===== src/rtl/aom_para_sched.sv =====
// AOM parameter scheduler: laser start/stop sequencing and
// shadow-to-live parameter commits gated on quiet trim flags.
module aom_para_sched #(
   parameter int ARM_CYC     = 16,
   parameter int QUIET_CYC   = 4,
   parameter int TIMEOUT_CYC = 65535
) (
   input  logic        clk_i,
   input  logic        rst_i,
   input  logic        scan_start_i,
   input  logic        scan_stop_i,
   input  logic        cfg_vld_i,
   output logic        cfg_rdy_o,
   input  logic [2:0]  cfg_addr_i,
   input  logic [31:0] cfg_data_i,
   input  logic        commit_i,
   input  logic        aom_ctrl_flag_i,
   input  logic        lp_recover_flag_i,
   input  logic        recover_edge_flag_i,
   output logic        laser_start_o,
   output logic [31:0] light_spot_para_o,
   output logic signed [15:0] aom_ctrl_delay_o,
   output logic [15:0] aom_ctrl_hold_o,
   output logic signed [15:0] lp_recover_delay_o,
   output logic [15:0] lp_recover_hold_o,
   output logic [15:0] recover_edge_slot_time_o,
   output logic        commit_pend_o,
   output logic        commit_done_o,
   output logic        timeout_o,
   output logic [2:0]  state_o
);

   typedef enum logic [2:0] {
      S_IDLE   = 3'd0,
      S_ARM    = 3'd1,
      S_RUN    = 3'd2,
      S_UPDATE = 3'd3,
      S_DRAIN  = 3'd4
   } state_t;

   localparam logic [16:0] CMAX     = 17'h1FFFF;
   localparam logic [16:0] ARM_LAST = 17'(ARM_CYC - 1);
   localparam logic [16:0] TO_LAST  = 17'(TIMEOUT_CYC - 1);
   localparam logic [16:0] Q_FULL   = 17'(QUIET_CYC);

   state_t      state_q, state_d;
   logic [16:0] cnt_q, cnt_d, cnt_inc;
   logic [16:0] qcnt_q, qcnt_d;
   logic        pend_q;
   logic        do_copy, tmo, laser, quiet, quiet_full, wr_en;

   logic [31:0] sh_spot;
   logic [15:0] sh_adly, sh_ahld, sh_rdly, sh_rhld, sh_slot;

   assign quiet      = ~(aom_ctrl_flag_i | lp_recover_flag_i |
                         recover_edge_flag_i);
   assign quiet_full = (qcnt_q == Q_FULL);
   assign cnt_inc    = (cnt_q == CMAX) ? cnt_q : cnt_q + 17'd1;
   assign cfg_rdy_o  = ~rst_i & (state_q != S_UPDATE);
   assign wr_en      = cfg_vld_i & cfg_rdy_o;

   // Next state, wait counter and copy/timeout strobes
   always_comb begin
      state_d = state_q;
      cnt_d   = cnt_q;
      do_copy = 1'b0;
      tmo     = 1'b0;
      laser   = 1'b0;
      case (state_q)
         S_IDLE: begin
            cnt_d   = '0;
            do_copy = pend_q;
            if (scan_start_i && !scan_stop_i) state_d = S_ARM;
         end
         S_ARM: begin
            do_copy = pend_q;
            cnt_d   = cnt_inc;
            if (scan_stop_i) begin
               state_d = S_IDLE;
               cnt_d   = '0;
            end else if (cnt_q >= ARM_LAST) begin
               state_d = S_RUN;
               cnt_d   = '0;
            end
         end
         S_RUN: begin
            laser = 1'b1;
            cnt_d = '0;
            if (scan_stop_i) begin
               state_d = S_DRAIN;
            end else if (pend_q) begin
               if (quiet_full) begin
                  state_d = S_UPDATE;
               end else if (cnt_q >= TO_LAST) begin
                  state_d = S_UPDATE;
                  tmo     = 1'b1;
               end else begin
                  cnt_d = cnt_inc;
               end
            end
         end
         S_UPDATE: begin
            laser   = 1'b1;
            do_copy = pend_q;
            cnt_d   = '0;
            state_d = scan_stop_i ? S_DRAIN : S_RUN;
         end
         S_DRAIN: begin
            laser = 1'b1;
            cnt_d = '0;
            if (quiet_full) begin
               state_d = S_IDLE;
            end else if (cnt_q >= TO_LAST) begin
               state_d = S_IDLE;
               tmo     = 1'b1;
            end else begin
               cnt_d = cnt_inc;
            end
         end
         default: begin
            state_d = S_IDLE;
            cnt_d   = '0;
         end
      endcase
   end

   // Saturating count of consecutive quiet cycles
   always_comb begin
      qcnt_d = '0;
      if (quiet) qcnt_d = quiet_full ? qcnt_q : qcnt_q + 17'd1;
   end

   // State, counters and pending commit flag
   always_ff @(posedge clk_i or posedge rst_i) begin
      if (rst_i) begin
         state_q <= S_IDLE;
         cnt_q   <= '0;
         qcnt_q  <= '0;
         pend_q  <= 1'b0;
      end else begin
         state_q <= state_d;
         cnt_q   <= cnt_d;
         qcnt_q  <= qcnt_d;
         pend_q  <= (pend_q & ~do_copy) | commit_i;
      end
   end

   // Shadow register writes; reserved addresses are dropped
   always_ff @(posedge clk_i or posedge rst_i) begin
      if (rst_i) begin
         sh_spot <= '0;
         sh_adly <= '0;
         sh_ahld <= '0;
         sh_rdly <= '0;
         sh_rhld <= '0;
         sh_slot <= '0;
      end else if (wr_en) begin
         case (cfg_addr_i)
            3'd0:    sh_spot <= cfg_data_i;
            3'd1:    sh_adly <= cfg_data_i[15:0];
            3'd2:    sh_ahld <= cfg_data_i[15:0];
            3'd3:    sh_rdly <= cfg_data_i[15:0];
            3'd4:    sh_rhld <= cfg_data_i[15:0];
            3'd5:    sh_slot <= cfg_data_i[15:0];
            default: ;
         endcase
      end
   end

   // Live parameters move together on the copy cycle only
   always_ff @(posedge clk_i or posedge rst_i) begin
      if (rst_i) begin
         light_spot_para_o        <= '0;
         aom_ctrl_delay_o         <= '0;
         aom_ctrl_hold_o          <= '0;
         lp_recover_delay_o       <= '0;
         lp_recover_hold_o        <= '0;
         recover_edge_slot_time_o <= '0;
      end else if (do_copy) begin
         light_spot_para_o        <= sh_spot;
         aom_ctrl_delay_o         <= sh_adly;
         aom_ctrl_hold_o          <= sh_ahld;
         lp_recover_delay_o       <= sh_rdly;
         lp_recover_hold_o        <= sh_rhld;
         recover_edge_slot_time_o <= sh_slot;
      end
   end

   assign laser_start_o = laser;
   assign commit_pend_o = pend_q;
   assign commit_done_o = do_copy;
   assign timeout_o     = tmo;
   assign state_o       = state_q;

endmodule


===== config.mk =====
export PLATFORM = sky130hd
export DESIGN_NAME = aom_para_sched
export DESIGN_NICKNAME = d
export VERILOG_FILES = /design/src/rtl/aom_para_sched.sv
export SDC_FILE = /design/constraint.sdc
export NUM_CORES = 1
export LEC_CHECK = 0
export ABC_AREA = 1
export ABC_CLOCK_PERIOD_IN_PS = 22300
export BUFFER_PORTS_ARGS = -buffer_cell sky130_fd_sc_hd__buf_2
export CAP_MARGIN = 15
export CORE_MARGIN = 2
export CORE_UTILIZATION = 50
export CTS_BUF_LIST = sky130_fd_sc_hd__clkbuf_16
export CTS_CLUSTER_DIAMETER = 40
export CTS_CLUSTER_SIZE = 10
export DETAILED_ROUTE_END_ITERATION = 6
export GPL_TIMING_DRIVEN = 0
export PLACE_DENSITY = 0.72
export SYNTH_ARGS = -nofsm -noshare
export SYNTH_HDL_FRONTEND = slang
export SYNTH_SLANG_ARGS = --single-unit

===== constraint.sdc =====
create_clock -name clk_i -period 22.3 [get_ports clk_i]
set_input_delay 2.23 -clock clk_i [delete_from_list [all_inputs] [get_ports clk_i]]
set_output_delay 2.23 -clock clk_i [all_outputs]
set_load 0.03 [all_outputs]

# --- After elaboration in Yosys (flattened, before gate mapping) ---
# Cells that the tools add are included.
totals:
  output_inout_bits: 120
  ff_bits: 262
  word_cells: 87
  in_bits: 44
classes:
  magnitude_cmp: 2
  n_mux: 28
  n_bitwise: 8
  n_eq_ne: 18
  reduce_logical: 13
  add_sub_neg: 2
op_table:
  columns: ["cell", "n"]
  rows:
  - ["$mux 17", 9]
  - ["$pmux 17 s3", 1]
  - ["$add 17x1->17 const B", 2]
  - ["$mux 3", 10]
  - ["$eq 17x17->1 const B", 1]
  - ["$eq 17x3->1 const B", 1]
  - ["$ge 17x16->1 const B", 1]
  - ["$ge 17x4->1 const B", 1]
  - ["$pmux 3 s5", 1]
  - ["$eq 3x2->1 const B", 4]
  - ["$reduce_and 2->1", 6]
  - ["$eq 3x3->1 const B", 3]
  - ["$ne 3x3->1 const B", 3]
  - ["$eq 3x1->1 const B", 2]
  - ["$logic_not 3->1", 2]
  - ["$mux 1", 6]
  - ["$reduce_or 3->1", 2]
  - ["$reduce_and 5->1", 1]
  - ["$ne 4x4->1 const B", 1]
  - ["$and 1x1->1", 3]
  - ["$ne 3x2->1 const B", 1]
  - ["$or 1x1->1", 3]
  - ["$ne 2x1->1 const B", 1]
  - ["$ne 2x2->1 const B", 1]
  - ["other kinds (4)", 5]

# --- Logic depth before layout (Yosys ltp) ---
depth:
  word_depth: 7
  mapped_depth: 11
  mapped_depth_nobuf: 11

# --- Least setup slack after synthesis ---
# Ideal clock, no wire load.
synth_timing:
  path_kind: "input to output"
  start: "input port scan_stop_i"
  end: "output port timeout_o"
  stages: 7
  path_buffers: 0
  arrival_ns: 3.106
  slack_ns: 16.964
  required_time_ns: 20.070
  path_cell_list: "inv_1 > nand2_1 > nor2_1 > nor2_1 > nor2_1 > nand2_1 > nor2_1"
synth_via:
  elab_chain_cells: 2
synth_lines:
  columns: ["element", "line_no", "source"]
  rows:
  - ["from (decl)", "11", "input logic scan_stop_i,"]
  - ["$mux 1", "89", "if (scan_stop_i) begin"]
  - ["$pmux 1 s2", "69", "case (state_q)"]
  - ["to (decl)", "29", "output logic timeout_o,"]
# No other way between the ends.

# --- Final worst setup path ---
# Same ends and word-level chain as after synthesis.

==> metrics <==
Main synth FF type=dfrtp_1; Die Y=151 microns; grt met1 use=34.0%; Critical Path AT=3260 ps; Fin Setup TNS=0 ps; Pwr Density=148 nW/um^2; Post-DRT Antenna Nets=0; status=complete, no violations; DIE WIDTH=151 microns; Overall Global Routing Usage=24.8%; fin crit share=24.6%; CP cell instances=buf_2, inv_1, nand2_1, nor2_1, nor2_1, nor2_1, nand2_1, nor2_1, buf_2; CTS H-tree depth=2; input/output buffers=163; vias per cell=5.15; asr flop ratio synth=100%; final instance area=13200 sq um; Placed Cells=1661; Root Driver=clkbuf_16; clock latency on the worst-skew pair=510 ps; worst path bufs/invs=3; Netlist Area Pre-Place=10800 sq um; #FFs+latches synth=262; total power=1.95 mW; Tmin final=5490 ps; Worst Setup End Kind=output port; busiest layer in global routing=met2; Hold WC Path Type=flop to flop; layout cells sized above 1=17.8%; initial antenna violation count=2; crit path max fanout=5; Residual DRC=0; clock buffer depth=3; drt initial violations=524; TritonRoute pass-1 iters=5; Clock Pin Slew Worst Setup and Hold Paths=50 ps; via count=8874; worst endpoint required time=20070 ps; R2R cell count=8; RSZ-0062 raised after global routing=no; sequential-to-total area share from yosys stat=60.6%; HP Start=lp_recover_delay_o[0]; post-CTS sizing=0; CP Launch Type=primary input; HPWL after detailed placement=18900 microns; CP Class=primary input to output port; post-synth cell types=28; Max Clk Rate=182 MHz; Yosys top cell by area=dfrtp_1; die area=22800 sq um; Post-synth EDFFs=0; RR Startpoint=state_o[0]; met3 layer usage reported by global route=6.36%; setup bufs post-CTS=0; final slew viol count=0; vias in the first global route=8592; Synth area leaders=dfrtp_1 61%, nand2_1 12%, o21ai_0 10%, inv_1 5.6%, nor2_1 2.6%; fin cells=1723; Max Cap Viol=0; Final nets=1474; TritonCTS Sinks=262; drt wl/cell=16.1 microns; syn_area_per_cell=8.86 sq um; CTS tree=built; Area Overhead vs Synth=22.1%; Critical path origin=scan_stop_i; Setup Skew=19.5 ps; Final Hold Viols=0; leakage=6.49 nW; routability cong.=0.864; Synth top area share=60.6%; total grt overflow=0; Worst Max-Slew Pin Slew=710 ps; CTS buffer count=38; Syn Inst Count=1221; max incr delay on CP=210 ps; slew margin rel.=52.3%; Initial Util=51.1%; largest net degree at the start of global routing=101; Placed Area=12000 sq um; Synthesized Nets=1269; CP top delay family=simple AND/OR/NAND/NOR gates; final core occ=62.5%; I/O pin cnt=164; Worst Hold Path Cells=2; hold_buf cts=0; Ys Warns=0; core area=21200 sq um; routed wire length=27700 microns; final setup fails=0; Crit path depth=9; row count=53; Worst VDD drop=0.0934 mV; met2 GRT Util=38.5%; first-pass GRT wire length=44300 microns; most used cell, CP=nor2_1; crit path max-delay cell type=buf_2
## layout make-up
class,count,area (sq um)
fill,1817,7940
sequential,262,6560
multi-input combinational,745,3410
clock buffer,39,976
timing repair buffer,165,871
inverter,165,627
tap,275,344
buffer,49,236
clock inverter,21,191
antenna,2,5.00
## sequential cells by signal, summed over array words and instances (netlist names), 3 cells and up
name,cells
qcnt_q,17
light_spot_para_o,32
state_o,3
sh_adly,16
cnt_q,17
sh_rdly,16
recover_edge_slot_time_o,16
lp_recover_hold_o,16
sh_spot,32
sh_rhld,16
aom_ctrl_hold_o,16
aom_ctrl_delay_o,16
sh_ahld,16
lp_recover_delay_o,16
sh_slot,16
## cells by family (layout without fill, tap and decap cells)
kind of cell | Yosys count | after routing | synth area share [%]
compound gates | 258 | 258 | 12.1
xor+xnor | 12 | 12 | 0.972
fa+ha+maj | 4 | 4 | 0.463
buf+inv | 214 | 439 | 7.91
flops | 262 | 262 | 60.6
other cells | 0 | 2 | 0
simple gates | 471 | 471 | 17.9
## worst min-delay path, stage by stage (launching register included)
cell and delay [ps]:
dfrtp_1 340, nand2_1 50, nand2_1 50
## layout by cell type, fill, tap and decap left out, drive strengths merged
cell type  Yosys  layout
nand2        335     335
dfrtp        262     262
o21ai        224     224
buf           24     189
inv          164     169
nor2          78      78
clkbuf        25      64
a21oi         31      31
nand3         26      26
nand4         14      14
xor2          12      12
nor3          11      11
clkinv         1      11
ha             4       4
nor4           3       3
clkinvlp       0       3
bufinv         0       3
nand3b         3       3
diode          0       2
a31oi          1       1
a41oi          1       1
a21o           1       1
and2           1       1
## synth_stat cells, types with 4 or more instances
cell type    n
nand3_1     26
o21ai_1      7
buf_2       21
nor2_1      76
inv_1      162
ha_1         4
a21oi_1     31
xor2_1      12
o21ai_0    217
dfrtp_1    262
nand2_1    334
nand4_1     14
nor3_1      11
clkbuf_1    22
## per-stage QoR
| step | hold WS (ps) | setup WS [ps] |
|---|---|---|
| finish | 466 | 16810 |
| global route | 485 | 16700 |
| CTS | 467 | 16830 |
| detailed placement | 454 | 16830 |
| global placement | 450 | 10010 |
| floorplan | 449 | 12860 |
## routing by layer
| layer | vias to the layer above | routed length (microns) |
|---|---|---|
| met5 | - | 0 |
| met4 | 0 | 870 |
| met3 | 60 | 2080 |
| met2 | 289 | 12800 |
| met1 | 4267 | 11900 |
| li1 | 4258 | - |
## final timing paths
kind                                                     end  slack, ps
max in group asynchronous                        sh_ahld[11]      19580
worst max-delay path                               timeout_o      16810
worst min register to register         lp_recover_delay_o[0]        470
min in group asynchronous                         state_o[0]       1800
worst min-delay path                   lp_recover_delay_o[0]        470
worst max register to register  recover_edge_slot_time_o[11]      20220
## power by group
| group | internal (mW) | switching [mW] |
|---|---|---|
| Sequential | 0.648 | 0.0850 |
| Combinational | 0.177 | 0.485 |
| Clock | 0.349 | 0.206 |
| Total | 1.17 | 0.776 |
Note: power is estimated with default switching activity, not from simulation.
